## config.mk

```make
export PLATFORM = sky130hd
export DESIGN_NAME = shared_divider
export DESIGN_NICKNAME = d
export VERILOG_FILES = /design/src/rtl/div_pkg.sv /design/src/rtl/div_core.sv /design/src/rtl/shared_divider.sv
export SDC_FILE = /design/constraint.sdc
export NUM_CORES = 1
export LEC_CHECK = 0
export CORE_MARGIN = 2
export CORE_UTILIZATION = 32
export CTS_BUF_LIST = sky130_fd_sc_hd__clkbuf_16
export DETAILED_ROUTE_END_ITERATION = 8
export DONT_BUFFER_PORTS = 1
export GPL_ROUTABILITY_DRIVEN = 0
export PLACE_DENSITY = 0.55
export SLEW_MARGIN = 0
export SYNTH_ARGS = -nofsm -noshare
export SYNTH_HDL_FRONTEND = slang
export SYNTH_SLANG_ARGS = --single-unit
```

## constraint.sdc

```tcl
create_clock -name clk -period 8.7 [get_ports clk]
set_input_delay 1.74 -clock clk [delete_from_list [all_inputs] [get_ports clk]]
set_output_delay 1.74 -clock clk [all_outputs]
set_load 0.01 [all_outputs]
```

## src/rtl/div_pkg.sv

```systemverilog
// Shared types and defaults for the speed-stage divider.
package div_pkg;
  localparam int unsigned DIV_WIDTH = 16;
  localparam int unsigned DIV_CNT_W = 5;

  typedef enum logic [1:0] {
    IDLE = 2'd0,
    CALC = 2'd1,
    DONE = 2'd2
  } div_state_e;

  localparam logic CLI_CUR = 1'b0;
  localparam logic CLI_AVG = 1'b1;
endpackage

```

## src/rtl/div_core.sv

```systemverilog
// Radix-2 restoring division datapath: remainder/quotient shift registers,
// trial subtractor and iteration counter. Sequencing is owned by the caller.
module div_core
  import div_pkg::*;
#(
  parameter int unsigned WIDTH = DIV_WIDTH,
  parameter int unsigned CNT_W = DIV_CNT_W
) (
  input  logic             clk,
  input  logic             rst,
  input  logic             load_i,
  input  logic             step_i,
  input  logic [WIDTH-1:0] dividend_i,
  input  logic [WIDTH-1:0] divisor_i,
  output logic             last_o,
  output logic             zero_o,
  output logic [WIDTH-1:0] quotient_o,
  output logic [WIDTH-1:0] remainder_o
);

  logic [WIDTH-1:0] rem_q, rem_d;
  logic [WIDTH-1:0] quo_q, quo_d;
  logic [WIDTH-1:0] dvs_q, dvs_d;
  logic [CNT_W-1:0] cnt_q, cnt_d;
  logic             fin_q, fin_d;
  logic             zero_q, zero_d;
  logic [WIDTH:0]   shifted_c;
  logic [WIDTH:0]   diff_c;

  // Dividend bits leave quo_q at the MSB while quotient bits enter at the LSB.
  always_comb begin
    rem_d     = rem_q;
    quo_d     = quo_q;
    dvs_d     = dvs_q;
    cnt_d     = cnt_q;
    fin_d     = fin_q;
    zero_d    = zero_q;
    shifted_c = {rem_q, quo_q[WIDTH-1]};
    diff_c    = shifted_c - {1'b0, dvs_q};
    if (load_i) begin
      dvs_d  = divisor_i;
      fin_d  = 1'b0;
      zero_d = (divisor_i == '0);
      if (divisor_i == '0) begin
        rem_d = dividend_i;
        quo_d = '1;
        cnt_d = '0;
      end else begin
        rem_d = '0;
        quo_d = dividend_i;
        cnt_d = CNT_W'(WIDTH - 1);
      end
    end else if (step_i && !fin_q) begin
      if (!zero_q) begin
        if (!diff_c[WIDTH]) begin
          rem_d = diff_c[WIDTH-1:0];
          quo_d = {quo_q[WIDTH-2:0], 1'b1};
        end else begin
          rem_d = shifted_c[WIDTH-1:0];
          quo_d = {quo_q[WIDTH-2:0], 1'b0};
        end
      end
      if (cnt_q == '0) begin
        fin_d = 1'b1;
      end else begin
        cnt_d = cnt_q - CNT_W'(1);
      end
    end
  end

  always_ff @(posedge clk) begin
    if (rst) begin
      rem_q  <= '0;
      quo_q  <= '0;
      dvs_q  <= '0;
      cnt_q  <= '0;
      fin_q  <= 1'b0;
      zero_q <= 1'b0;
    end else begin
      rem_q  <= rem_d;
      quo_q  <= quo_d;
      dvs_q  <= dvs_d;
      cnt_q  <= cnt_d;
      fin_q  <= fin_d;
      zero_q <= zero_d;
    end
  end

  assign last_o      = fin_q;
  assign zero_o      = zero_q;
  assign quotient_o  = quo_q;
  assign remainder_o = rem_q;

endmodule

```

## src/rtl/shared_divider.sv

```systemverilog
// Divider shared by the current-speed (client 0) and average-speed (client 1)
// stages: per-client pending capture, round-robin arbiter and sequencing FSM.
module shared_divider
  import div_pkg::*;
#(
  parameter int unsigned WIDTH = DIV_WIDTH,
  parameter int unsigned CNT_W = DIV_CNT_W
) (
  input  logic             clk,
  input  logic             rst,
  input  logic             req0,
  input  logic [WIDTH-1:0] dividend0,
  input  logic [WIDTH-1:0] divisor0,
  input  logic             req1,
  input  logic [WIDTH-1:0] dividend1,
  input  logic [WIDTH-1:0] divisor1,
  output logic             busy,
  output logic             ready0,
  output logic             ready1,
  output logic [WIDTH-1:0] quotient,
  output logic [WIDTH-1:0] remainder,
  output logic             div_zero
);

  div_state_e       state_q, state_d;
  logic             pend0_q, pend1_q;
  logic [WIDTH-1:0] pend_dvd0_q, pend_dvs0_q, pend_dvd1_q, pend_dvs1_q;
  logic             last_grant_q;
  logic             busy_q, ready0_q, ready1_q, div_zero_q;
  logic [WIDTH-1:0] quotient_q, remainder_q;

  logic             elig0_c, elig1_c;
  logic             load_c, step_c, gnt_cli_c;
  logic [WIDTH-1:0] op_dvd_c, op_dvs_c;

  logic             core_last, core_zero;
  logic [WIDTH-1:0] core_quo, core_rem;

  // State register
  always_ff @(posedge clk) begin
    if (rst) state_q <= IDLE;
    else     state_q <= state_d;
  end

  // Next-state logic
  always_comb begin
    state_d = state_q;
    unique case (state_q)
      IDLE:    if (pend0_q || pend1_q || req0 || req1) state_d = CALC;
      CALC:    if (core_last) state_d = DONE;
      DONE:    state_d = IDLE;
      default: state_d = IDLE;
    endcase
  end

  // Grant, operand select and datapath controls; live port beats pending copy.
  always_comb begin
    elig0_c   = pend0_q || req0;
    elig1_c   = pend1_q || req1;
    load_c    = (state_q == IDLE) && (elig0_c || elig1_c);
    step_c    = (state_q == CALC);
    gnt_cli_c = (elig0_c && elig1_c) ? ~last_grant_q : elig1_c;
    op_dvd_c  = '0;
    op_dvs_c  = '0;
    if (gnt_cli_c == CLI_CUR) begin
      op_dvd_c = req0 ? dividend0 : pend_dvd0_q;
      op_dvs_c = req0 ? divisor0  : pend_dvs0_q;
    end else begin
      op_dvd_c = req1 ? dividend1 : pend_dvd1_q;
      op_dvs_c = req1 ? divisor1  : pend_dvs1_q;
    end
  end

  // Pending capture; a grant consumes the request so it is not re-armed.
  always_ff @(posedge clk) begin
    if (rst) begin
      pend0_q     <= 1'b0;
      pend1_q     <= 1'b0;
      pend_dvd0_q <= '0;
      pend_dvs0_q <= '0;
      pend_dvd1_q <= '0;
      pend_dvs1_q <= '0;
    end else begin
      if (load_c && gnt_cli_c == CLI_CUR) begin
        pend0_q <= 1'b0;
      end else if (req0) begin
        pend0_q     <= 1'b1;
        pend_dvd0_q <= dividend0;
        pend_dvs0_q <= divisor0;
      end
      if (load_c && gnt_cli_c == CLI_AVG) begin
        pend1_q <= 1'b0;
      end else if (req1) begin
        pend1_q     <= 1'b1;
        pend_dvd1_q <= dividend1;
        pend_dvs1_q <= divisor1;
      end
    end
  end

  // Registered outputs; last_grant_q also names the client in flight.
  always_ff @(posedge clk) begin
    if (rst) begin
      last_grant_q <= CLI_AVG;
      busy_q       <= 1'b0;
      ready0_q     <= 1'b0;
      ready1_q     <= 1'b0;
      quotient_q   <= '0;
      remainder_q  <= '0;
      div_zero_q   <= 1'b0;
    end else begin
      busy_q   <= (state_d != IDLE);
      ready0_q <= (state_d == DONE) && (last_grant_q == CLI_CUR);
      ready1_q <= (state_d == DONE) && (last_grant_q == CLI_AVG);
      if (load_c) last_grant_q <= gnt_cli_c;
      if (state_q == CALC && state_d == DONE) begin
        quotient_q  <= core_quo;
        remainder_q <= core_rem;
        div_zero_q  <= core_zero;
      end
    end
  end

  div_core #(
    .WIDTH(WIDTH),
    .CNT_W(CNT_W)
  ) u_core (
    .clk         (clk),
    .rst         (rst),
    .load_i      (load_c),
    .step_i      (step_c),
    .dividend_i  (op_dvd_c),
    .divisor_i   (op_dvs_c),
    .last_o      (core_last),
    .zero_o      (core_zero),
    .quotient_o  (core_quo),
    .remainder_o (core_rem)
  );

  assign busy      = busy_q;
  assign ready0    = ready0_q;
  assign ready1    = ready1_q;
  assign quotient  = quotient_q;
  assign remainder = remainder_q;
  assign div_zero  = div_zero_q;

endmodule
```

==> flow_summary_export.csv, run 1 <==
group,metric,value,unit
setup_path,slowest_stage,"a2111oi_0",
setup_path,reg2reg_depth,11,
timing,period_needed,3.970,ns
timing,worst_pin_slew,1.120,ns
synth,ys_async_sr_fraction,0,%
synth,synth_seq_area_share,39.81,%
cells_and_area,areaGrowthSynthToFinish,9.922,%
placed_design,placed_cells,1284,
timing,fin_worst_skew,0.01320,ns
cts,cts_root_buf,"clkbuf_16",
grt,overflow,0,
setup_path,worstSetupPathDepth,9,
grt,grt_use_met3,5.118,%
setup_path,end_kind,"register",
routing,wire_per_inst,17.08,um
grt,grt_pass1_vias,6540,
cts,clk_latency,0.44,ns
power_and_ir_drop,power_leakage,3.224,nW
cells_and_area,layout.nets,1060,
power_and_ir_drop,finalPower,2.500,mW
routing,via_per_inst,5.239,
cts,postCtsSetupRepairBufs,0,
synth,synthFlopType,"dfxtp_1",
timing,tns,0,ns
floorplan,die-height,162.6,um
grt,grt_start_max_net_pins,157,
setup_path,worstPathRequired,9.07,ns
setup_path,worstPathMaxFanout,47,
cts,ctsHtreeMaxLevel,4,
setup_path,critical_path_class,"input pin to register",
setup_path,reg2reg_slack,5.17,ns
cts,clkTransAtPathRegs,0.07,ns
synth,synth.ff_latch_count,160,
routing,remaining_drc_errors,0,
timing,fmax,0.2519,GHz
cts,cts_tree,"done",
floorplan,start_util,32.23,%
min_path,hp-start,"pend_dvd1_q[15]",
grt,busiest_layer,"met2",
setup_path,path_buf_inv,1,
grt,grt_use_met2,26.81,%
synth,synth_top_area_share,39.81,%
cts,ctsResizeCount,0,
cells_and_area,drive_gt1_share,5.984,%
grt,antenna_found_initial,0,
setup_path,r2r-end,"u_core.remainder_o[7]",
synth,synth_largest_area_cell,"dfxtp_1",
status,outcome,"completed",
grt,grt_usage,17.39,%
synth,synth.area.top_cells,"dfxtp_1, nand2_1, a21oi_1, mux2i_1, a211oi_1",
placed_design,dp_hpwl,15830,um
timing,hold_violations,0,
timing,rsz0062_at_grt,"no",
setup_path,cpLargestDelayFamily,"compound AO/OA/AOI/OAI gates",
routing,finalWirelength,22480,um
setup_path,path_cells,"o21ai_0, o21ai_4, buf_4, a2111oi_0, o22ai_2, nor2_2, a21oi_1, a41oi_1, a21boi_1",
grt,grt_pass1_wl,36110,um
synth,synth_area_per_cell,7.864,sq um
floorplan,dieArea,0.02643,sq mm
synth,synth_cells,1023,
min_path,min_delay_worst_endpoint,"pend_dvd1_q[15]",
cts,cts_buffers,17,
timing,fin_crit_sh,45.63,%
power_and_ir_drop,power_density,282.7,mW/mm^2
timing,maxSlewViolCount,0,
timing,whs,0.4492,ns
routing,dr.pass1.iters,5,
setup_path,critPathMaxStageDelay,0.53,ns
power_and_ir_drop,ir_drop,0.1481,mV
cells_and_area,diodes,0,
floorplan,pin_count,104,
setup_path,reg2reg_from,"u_core.quotient_o[15]",
routing,drt_iter0_markers,492,
synth,synth_warnings,0,
floorplan,num_rows,58,
job,cap_viol_max_count,0,
grt,gr-usage-met1,23.43,%
routing,antenna_left,0,
cells_and_area,fillers,2695,
min_path,whs_path_depth,2,
setup_path,worstPathArrival,4.34,ns
placed_design,place_ws,4.324,ns
cts,cts_max_path_buffers,2,
floorplan,chipWidth,162.6,um
placed_design,port_buffers,0,
timing,setup_ws,4.730,ns
cts,holdBufCountCts,0,
routing,vias,6894,
synth,synth.cell_area,0.008045,sq mm
cts,cts_num_sinks,160,
timing,relSlewSlack,25.34,%
timing,setup_viol,0,
synth,synth_nets,1110,
floorplan,core-area,0.02496,sq mm
cells_and_area,final_cells,1316,
min_path,min_path_type,"register to register",
synth,synth-edff-count,0,
setup_path,start_kind,"input pin",
synth,synth_cell_type_count,59,
[layer usage]
metal	vias to the layer above	wire, um
met1	3222	10650
met2	167	9971
met5	-	0
met4	0	385
li1	3478	-
met3	27	1472
[cells in the final DEF, fill, tap and decap left out, drive strengths merged, types with 5 or more instances in the layout]
master and count:
a211oi 45, a21oi 161, a311oi 9, buf 7, clkbuf 17, clkinv 7
dfxtp 160, ha 18, inv 30, mux2i 53, nand2 224, nand2b 7
nand3 28, nand3b 6, nand4 5, nor2 66, nor2b 25, nor3 12
nor4 8, o211ai 5, o21ai 18, o221ai 13, xnor2 9, xor2 5
[sequential cells by signal, indices dropped and copies added, names as in the netlist, 2 cells and up]
signal and flops:
pend_dvd0_q 16, u_core.quotient_o 16, u_core.remainder_o 16, remainder 16, pend_dvs1_q 16, quotient 16
pend_dvd1_q 16, pend_dvs0_q 16, state_q 2, u_core.cnt_q 5, u_core.dvs_q 16
[synth_stat cells (all sizes together) (3+ instances only)]
| master | n |
|---|---|
| a211oi | 45 |
| a21oi | 161 |
| a311oi | 9 |
| a32o | 3 |
| and2 | 4 |
| buf | 18 |
| clkbuf | 58 |
| dfxtp | 160 |
| ha | 18 |
| inv | 25 |
| mux2 | 3 |
| mux2i | 53 |
| nand2 | 224 |
| nand2b | 7 |
| nand3 | 28 |
| nand3b | 6 |
| nand4 | 5 |
| nor2 | 66 |
| nor2b | 25 |
| nor3 | 12 |
| nor3b | 3 |
| nor4 | 8 |
| o211ai | 5 |
| o21a | 3 |
| o21ai | 18 |
| o21bai | 4 |
| o221ai | 13 |
| xnor2 | 9 |
| xor2 | 5 |
[worst register-to-register path: stages, from the launching register on]
cell	delay, ns
dfxtp_1	0.36
inv_1	0.10
ha_1	0.24
fa_1	0.41
nand2b_1	0.20
a211oi_1	0.39
o2111ai_2	0.21
o21ai_2	0.31
a211oi_4	0.15
xor2_2	0.60
mux2i_1	0.17
a32o_1	0.27
[stage by stage]
step           instance area (sq um)  util [%]
6_report                        8843     35.43
5_1_grt                         8843     35.43
4_1_cts                         8843     35.43
3_5_place_dp                    8233     32.98
3_3_place_gp                    8233     32.98
2_1_floorplan                   8045         -
[layout make-up]
cell class                      instances  area, sq um  area share [%]
Clock buffer                           17        425.4           4.810
Inverter                               25        93.84           1.061
Clock inverter                         15        185.2           2.094
Tap cell                              330        412.9           4.669
Timing Repair Buffer                    7        52.55          0.5942
Sequential cell                       160         3203           36.22
Multi-Input combinational cell        762         4471           50.55
[cell families after synthesis]
kind of cell,after synthesis,synth area share (%)
AO/OA/AOI/OAI,277,21.85
XOR/XNOR,14,1.851
adder cells (fa/ha/maj),19,3.048
buffers and inverters,101,4.961
flip-flops,160,39.81
multiplexers,56,7.014
AND/OR/NAND/NOR,396,21.46
[power breakdown]
| group | internal (mW) | leakage (nW) | switching, mW |
|---|---|---|---|
| Clock | 0.457 | 0.301 | 0.329 |
| Sequential | 0.810 | 1.31 | 0.0771 |
| Combinational | 0.333 | 1.61 | 0.494 |
| Total | 1.60 | 3.22 | 0.900 |
[how the worst max path moves through the flow]
stage,startpoint,to
floorplan,req1,u_core.remainder_o[2]
global placement,req0,pend_dvd0_q[7]
detailed placement,req0,u_core.remainder_o[13]
CTS,req0,u_core.remainder_o[13]
global route,req0,u_core.remainder_o[15]
finish,req0,u_core.remainder_o[13]
No activity file was read; power rests on OpenSTA's default activity.
==> inputs of run 2 (changes only) <==
==> constraint.sdc (replaced) <==
create_clock -name clk -period 3.7 [get_ports clk]
set_input_delay 0.74 -clock clk [delete_from_list [all_inputs] [get_ports clk]]
set_output_delay 0.74 -clock clk [all_outputs]
set_load 0.01 [all_outputs]
==> run 2 against run 1 <==
Net effect:
- clock skew is 0.0029 ns higher
- final cell count is 1.1% higher
- via count is 0.86% higher
- sequential cell count stayed put
- critical path type is now register to register
==> flow_summary_export.csv, run 2 (same netlist as run 1, synthesis figures left out) <==
group,metric,value,unit
setup_path,reg2reg_from,"u_core.quotient_o[15]",
setup_path,end_kind,"register",
cts,cts_max_path_buffers,2,
cts,ctsHtreeMaxLevel,4,
setup_path,reg2reg_slack,0.47,ns
cts,clk_latency,0.43,ns
routing,wire_per_inst,17.36,um
grt,grt_pass1_wl,36500,um
timing,relSlewSlack,32.11,%
min_path,min_path_type,"input pin to register",
timing,tns,0,ns
timing,fin_crit_sh,87.23,%
setup_path,worstPathMaxFanout,15,
floorplan,die-height,162.6,um
setup_path,crit_start,"u_core.quotient_o[15]",
routing,remaining_drc_errors,0,
floorplan,pin_count,104,
placed_design,dp_hpwl,16490,um
cells_and_area,final_cells,1330,
setup_path,worstSetupPathDepth,11,
setup_path,critical_path_class,"register to register",
floorplan,chipWidth,162.6,um
status,outcome,"completed",
placed_design,place_ws,0.5074,ns
cells_and_area,diodes,0,
routing,vias,6953,
floorplan,start_util,32.23,%
setup_path,cpLargestDelayFamily,"compound AO/OA/AOI/OAI gates",
placed_design,port_buffers,0,
timing,maxSlewViolCount,0,
cells_and_area,final_area,0.008969,sq mm
placed_design,placed_cells,1298,
setup_path,reg2reg_depth,11,
timing,fin_worst_skew,0.01610,ns
power_and_ir_drop,power_density,667.9,mW/mm^2
grt,grt_pass1_vias,6616,
cts,cts_buffers,17,
cts,cts_root_buf,"clkbuf_16",
routing,via_per_inst,5.228,
timing,setup_ws,0.4723,ns
timing,setup_viol,0,
routing,dr.pass1.iters,5,
cts,holdBufCountCts,0,
power_and_ir_drop,power_leakage,3.300,nW
grt,antenna_found_initial,0,
setup_path,r2r-end,"u_core.remainder_o[1]",
routing,antenna_left,0,
floorplan,dieArea,0.02643,sq mm
setup_path,start_kind,"register",
setup_path,path_buf_inv,1,
grt,grt_usage,17.61,%
cells_and_area,drive_gt1_share,7.300,%
cells_and_area,fillers,2667,
timing,fmax,0.3098,GHz
cells_and_area,fin_util,35.93,%
cts,postCtsSetupRepairBufs,0,
cts,ctsResizeCount,0,
routing,drt_iter0_markers,516,
cells_and_area,final_common_cell,"nand2_1",
routing,finalWirelength,23090,um
grt,overflow,0,
timing,rsz0062_at_grt,"no",
cts,cts_num_sinks,160,
floorplan,num_rows,58,
timing,hold_violations,0,
setup_path,endpoint,"u_core.remainder_o[1]",
job,cap_viol_max_count,0,
timing,worst_pin_slew,1.018,ns
setup_path,worstPathRequired,4.04,ns
cells_and_area,layout_common_cells,"nand2_1, a21oi_1, dfxtp_1, nor2_1, mux2i_1",
power_and_ir_drop,ir_drop,0.3617,mV
grt,grt_start_max_net_pins,157,
setup_path,worstPathArrival,3.56,ns
cells_and_area,layout.nets,1074,
setup_path,path_cells,"inv_1, ha_1, fa_1, nand2b_1, a211oi_1, o2111ai_2, o21ai_2, a211oi_4, xnor2_4, mux2i_1, a311oi_1",
setup_path,slowest_stage,"xnor2_4",
cells_and_area,areaGrowthSynthToFinish,11.48,%
cells_and_area,multiInputGateArea,0.004471,sq mm
placed_design,placed_area,0.008338,sq mm
cts,clkTransAtPathRegs,0.07,ns
setup_path,critPathMaxStageDelay,0.43,ns
timing,period_needed,3.228,ns
cts,cts_tree,"done",
cells_and_area,seq_area,0.003203,sq mm
floorplan,core-area,0.02496,sq mm
-- run 2: cell types whose count changed in the layout (fill, tap and decap cells not counted) --
cell / change
clkinv_1: -1
clkinvlp_4: +1
inv_1: +1
clkinv_4: +1
clkinv_2: -2
buf_4: +14
clkinv_8: -1
bufinv_16: +1
-- run 2: where the power goes --
group          internal [mW]  total, mW  switching [mW]  leakage (nW)
logic                  0.823       1.99            1.17          1.68
clock network           1.14       1.91           0.769         0.309
registers               1.90       2.09           0.185          1.31
total                   3.87       5.99            2.12          3.30
-- run 2: worst min path at each step --
stage / slack [ns] / start / cells past startpoint / to
2_1_floorplan: 0.43 / pend_dvd1_q[0] / 2 / pend_dvd1_q[0]
5_1_grt: 0.37 / rst / 1 / remainder[6]
4_1_cts: 0.38 / rst / 1 / remainder[9]
6_report: 0.39 / rst / 1 / remainder[5]
3_5_place_dp: 0.44 / pend_dvd1_q[6] / 2 / pend_dvd1_q[6]
3_3_place_gp: 0.44 / pend_dvd1_q[15] / 2 / pend_dvd1_q[15]
-- run 2: layer usage --
layer	up-vias	GRT usage, %	part of all wire (%)
met4	0	4.666	1.5
met3	25	4.838	6.9
li1	3505	-	-
met1	3239	23.71	46
met5	-	0	0
met2	184	27.83	46
-- run 2: final cells by class --
class	instances	area share [%]
Multi-Input combinational cell	762	49.85
Clock inverter	15	2.288
Inverter	25	1.046
Tap cell	330	4.604
Clock buffer	17	4.743
Sequential cell	160	35.71
Timing Repair Buffer	21	1.758
-- run 2: through the flow --
| step | total power, mW | hold WS [ns] |
|---|---|---|
| 6_report | 5.990 | 0.3919 |
| 5_1_grt | 6.338 | 0.3675 |
| 4_1_cts | 6.023 | 0.3822 |
| 3_5_place_dp | 4.111 | 0.4409 |
| 3_3_place_gp | 4.096 | 0.4369 |
| 2_1_floorplan | 3.692 | 0.4318 |
==> RTL change (config.mk and constraints of run 2) <==
Re-encode `div_state_e` (3 states) as one-hot, 3 bits wide.
--- a/src/rtl/div_pkg.sv
+++ b/src/rtl/div_pkg.sv
@@ -3,10 +3,10 @@
   localparam int unsigned DIV_WIDTH = 16;
   localparam int unsigned DIV_CNT_W = 5;
 
-  typedef enum logic [1:0] {
-    IDLE = 2'd0,
-    CALC = 2'd1,
-    DONE = 2'd2
+  typedef enum logic [2:0] {
+    IDLE = 3'b001,
+    CALC = 3'b010,
+    DONE = 3'b100
   } div_state_e;
 
   localparam logic CLI_CUR = 1'b0;
Check against the original RTL: same outputs for any inputs over 10 cycles, from zero or initial values and one cycle with rst high; not proved beyond that.
==> RTL change against run 2 <==
Routed wire length is 4.6% higher. Total power is 9.1% higher. Combinational power is 32% higher. Area after synthesis is 0.22% lower. Sequential cell count is 1 higher. Worst setup slack better by 200 ps. Synthesized cell count is 0.78% lower. Final area is 1.3% lower.
==> RTL change: results (changes against run 2) <==
<table>
<tr><th>Metric</th><th>Value</th></tr>
<tr><th colspan="2">Run status</th></tr>
<tr><td>Outcome</td><td>completed (unchanged)</td></tr>
<tr><th colspan="2">Final layout</th></tr>
<tr><td>Layout cell share with drive strength beyond 1</td><td>0.0785 (was 0.0730)</td></tr>
<tr><th colspan="2">Synth</th></tr>
<tr><td>Synth cell types</td><td>63 (was 59)</td></tr>
<tr><td>Fraction of synthesized area in multiplexers</td><td>0.0789 (was 0.0701)</td></tr>
<tr><td>Nets in the synthesized netlist</td><td>1,102 (was 1,110)</td></tr>
<tr><td>Commonest cells post-synth</td><td>sky130_fd_sc_hd__nand2_1, sky130_fd_sc_hd__dfxtp_1, sky130_fd_sc_hd__a21oi_1 (was sky130_fd_sc_hd__nand2_1, sky130_fd_sc_hd__a21oi_1, sky130_fd_sc_hd__dfxtp_1)</td></tr>
<tr><td>Largest cells by area after synthesis</td><td>sky130_fd_sc_hd__dfxtp_1, sky130_fd_sc_hd__nand2_1, sky130_fd_sc_hd__a21oi_1 (unchanged)</td></tr>
<tr><td>Sequential fraction of the synthesis area</td><td>0.401 (was 0.398)</td></tr>
<tr><td>Area share of fa/ha/maj cells after synthesis</td><td>0.0305 (about the same)</td></tr>
<tr><td>Synth Area in Compound Gates</td><td>0.214 (was 0.219)</td></tr>
<tr><td>Cell count after synthesis</td><td>1,015 (was 1,023)</td></tr>
<tr><th colspan="2">Worst setup path</th></tr>
<tr><td>Crit-path leading delay family</td><td>simple AND/OR/NAND/NOR gates (was compound AO/OA/AOI/OAI gates)</td></tr>
<tr><td>Worst-path fanout max</td><td>13 (was 15)</td></tr>
<tr><td>Arrival @ worst endpoint</td><td>3380 ps (was 3560 ps)</td></tr>
<tr><td>Worst stage delay on the critical path</td><td>550 ps (was 430 ps)</td></tr>
<tr><th colspan="2">Detailed routing</th></tr>
<tr><td>Detailed Routing Iterations Pass 1</td><td>6 (was 5)</td></tr>
<tr><td>Count of vias placed by the detailed router</td><td>7,015 (was 6,953)</td></tr>
<tr><td>DR iter-0 viols</td><td>740 (was 516)</td></tr>
<tr><td>Detailed-route vias per instance</td><td>5.33 (was 5.23)</td></tr>
<tr><th colspan="2">Placed design</th></tr>
<tr><td>Inst Count DP</td><td>1,285 (was 1,298)</td></tr>
<tr><td>Post-placement setup slack</td><td>608 ps (was 507 ps)</td></tr>
<tr><th colspan="2">GRT</th></tr>
<tr><td>GRT Resource Usage Total</td><td>0.183 (was 0.176)</td></tr>
<tr><td>Vias in the first global route</td><td>6,509 (was 6,616)</td></tr>
<tr><th colspan="2">Power and ir drop</th></tr>
<tr><td>Total leakage power</td><td>3.22 nW (was 3.30 nW)</td></tr>
<tr><th colspan="2">Timing</th></tr>
<tr><td>Worst-case clock skew</td><td>12.6 ps (was 16.1 ps)</td></tr>
</table>
## RTL change: changes by cell type after synthesis, sizes merged, moves of 7 or more
cell | before | now
clkbuf | 58 | 46
mux2 | 3 | 18
nor3 | 12 | 25
a21oi | 161 | 133
nor2b | 25 | 17
nor2 | 66 | 73
buf | 18 | 25
o21ai | 18 | 27
a221oi | 0 | 15
mux2i | 53 | 43
nand3 | 28 | 11
## RTL change: routing by layer
layer / global-route usage / part of all wire / vias to the layer above
li1: - / - / 3491
met1: 0.262 / 0.48 / 3284
met2: 0.274 / 0.44 / 211
met3: 0.0397 / 0.068 / 29
met4: 0.0567 / 0.017 / 0
met5: 0 / 0 / -
## RTL change: area by class of cell
| type | instances | area (sq um) |
|---|---|---|
| fill | 2552 | 15600 |
| multi-input combinational | 760 | 4420 |
| sequential | 161 | 3220 |
| clock buffer | 17 | 425 |
| tap | 324 | 405 |
| clock inverter | 15 | 149 |
| timing repair buffer | 17 | 140 |
| inverter | 23 | 86.3 |
## RTL change: cells by family after synthesis
group,Yosys count
fa+ha+maj,19
mux,61
buf+inv,94
xor+xnor,11
simple gates,398
flops,161
compound gates,271
## RTL change: power breakdown
part / leakage (nW) / switching [mW] / internal (mW)
registers: 1.32 / 0.212 / 1.95
logic: 1.63 / 1.54 / 1.08
clock network: 0.276 / 0.805 / 0.944
total: 3.22 / 2.56 / 3.98
## RTL change: path summary, 6_finish.rpt
path | from | to | slack, ps | depth (start not counted)
hold / removal | rst | remainder[10] | 360 | 1
setup / recovery | u_core.quotient_o[15] | u_core.remainder_o[1] | 670 | 10
setup reg to reg | u_core.quotient_o[15] | u_core.remainder_o[1] | 670 | 10
hold reg to reg | u_core.dvs_q[10] | u_core.dvs_q[10] | 450 | 2
## RTL change: worst register-to-register path, stage by stage, from the launching register on
cell,delay (ps)
sky130_fd_sc_hd__dfxtp_1,350
sky130_fd_sc_hd__inv_1,60
sky130_fd_sc_hd__ha_1,230
sky130_fd_sc_hd__fa_1,420
sky130_fd_sc_hd__nand2b_1,190
sky130_fd_sc_hd__a21oi_2,200
sky130_fd_sc_hd__o211ai_2,160
sky130_fd_sc_hd__a21o_1,220
sky130_fd_sc_hd__nand3_1,550
sky130_fd_sc_hd__mux2_2,410
sky130_fd_sc_hd__o221ai_1,140
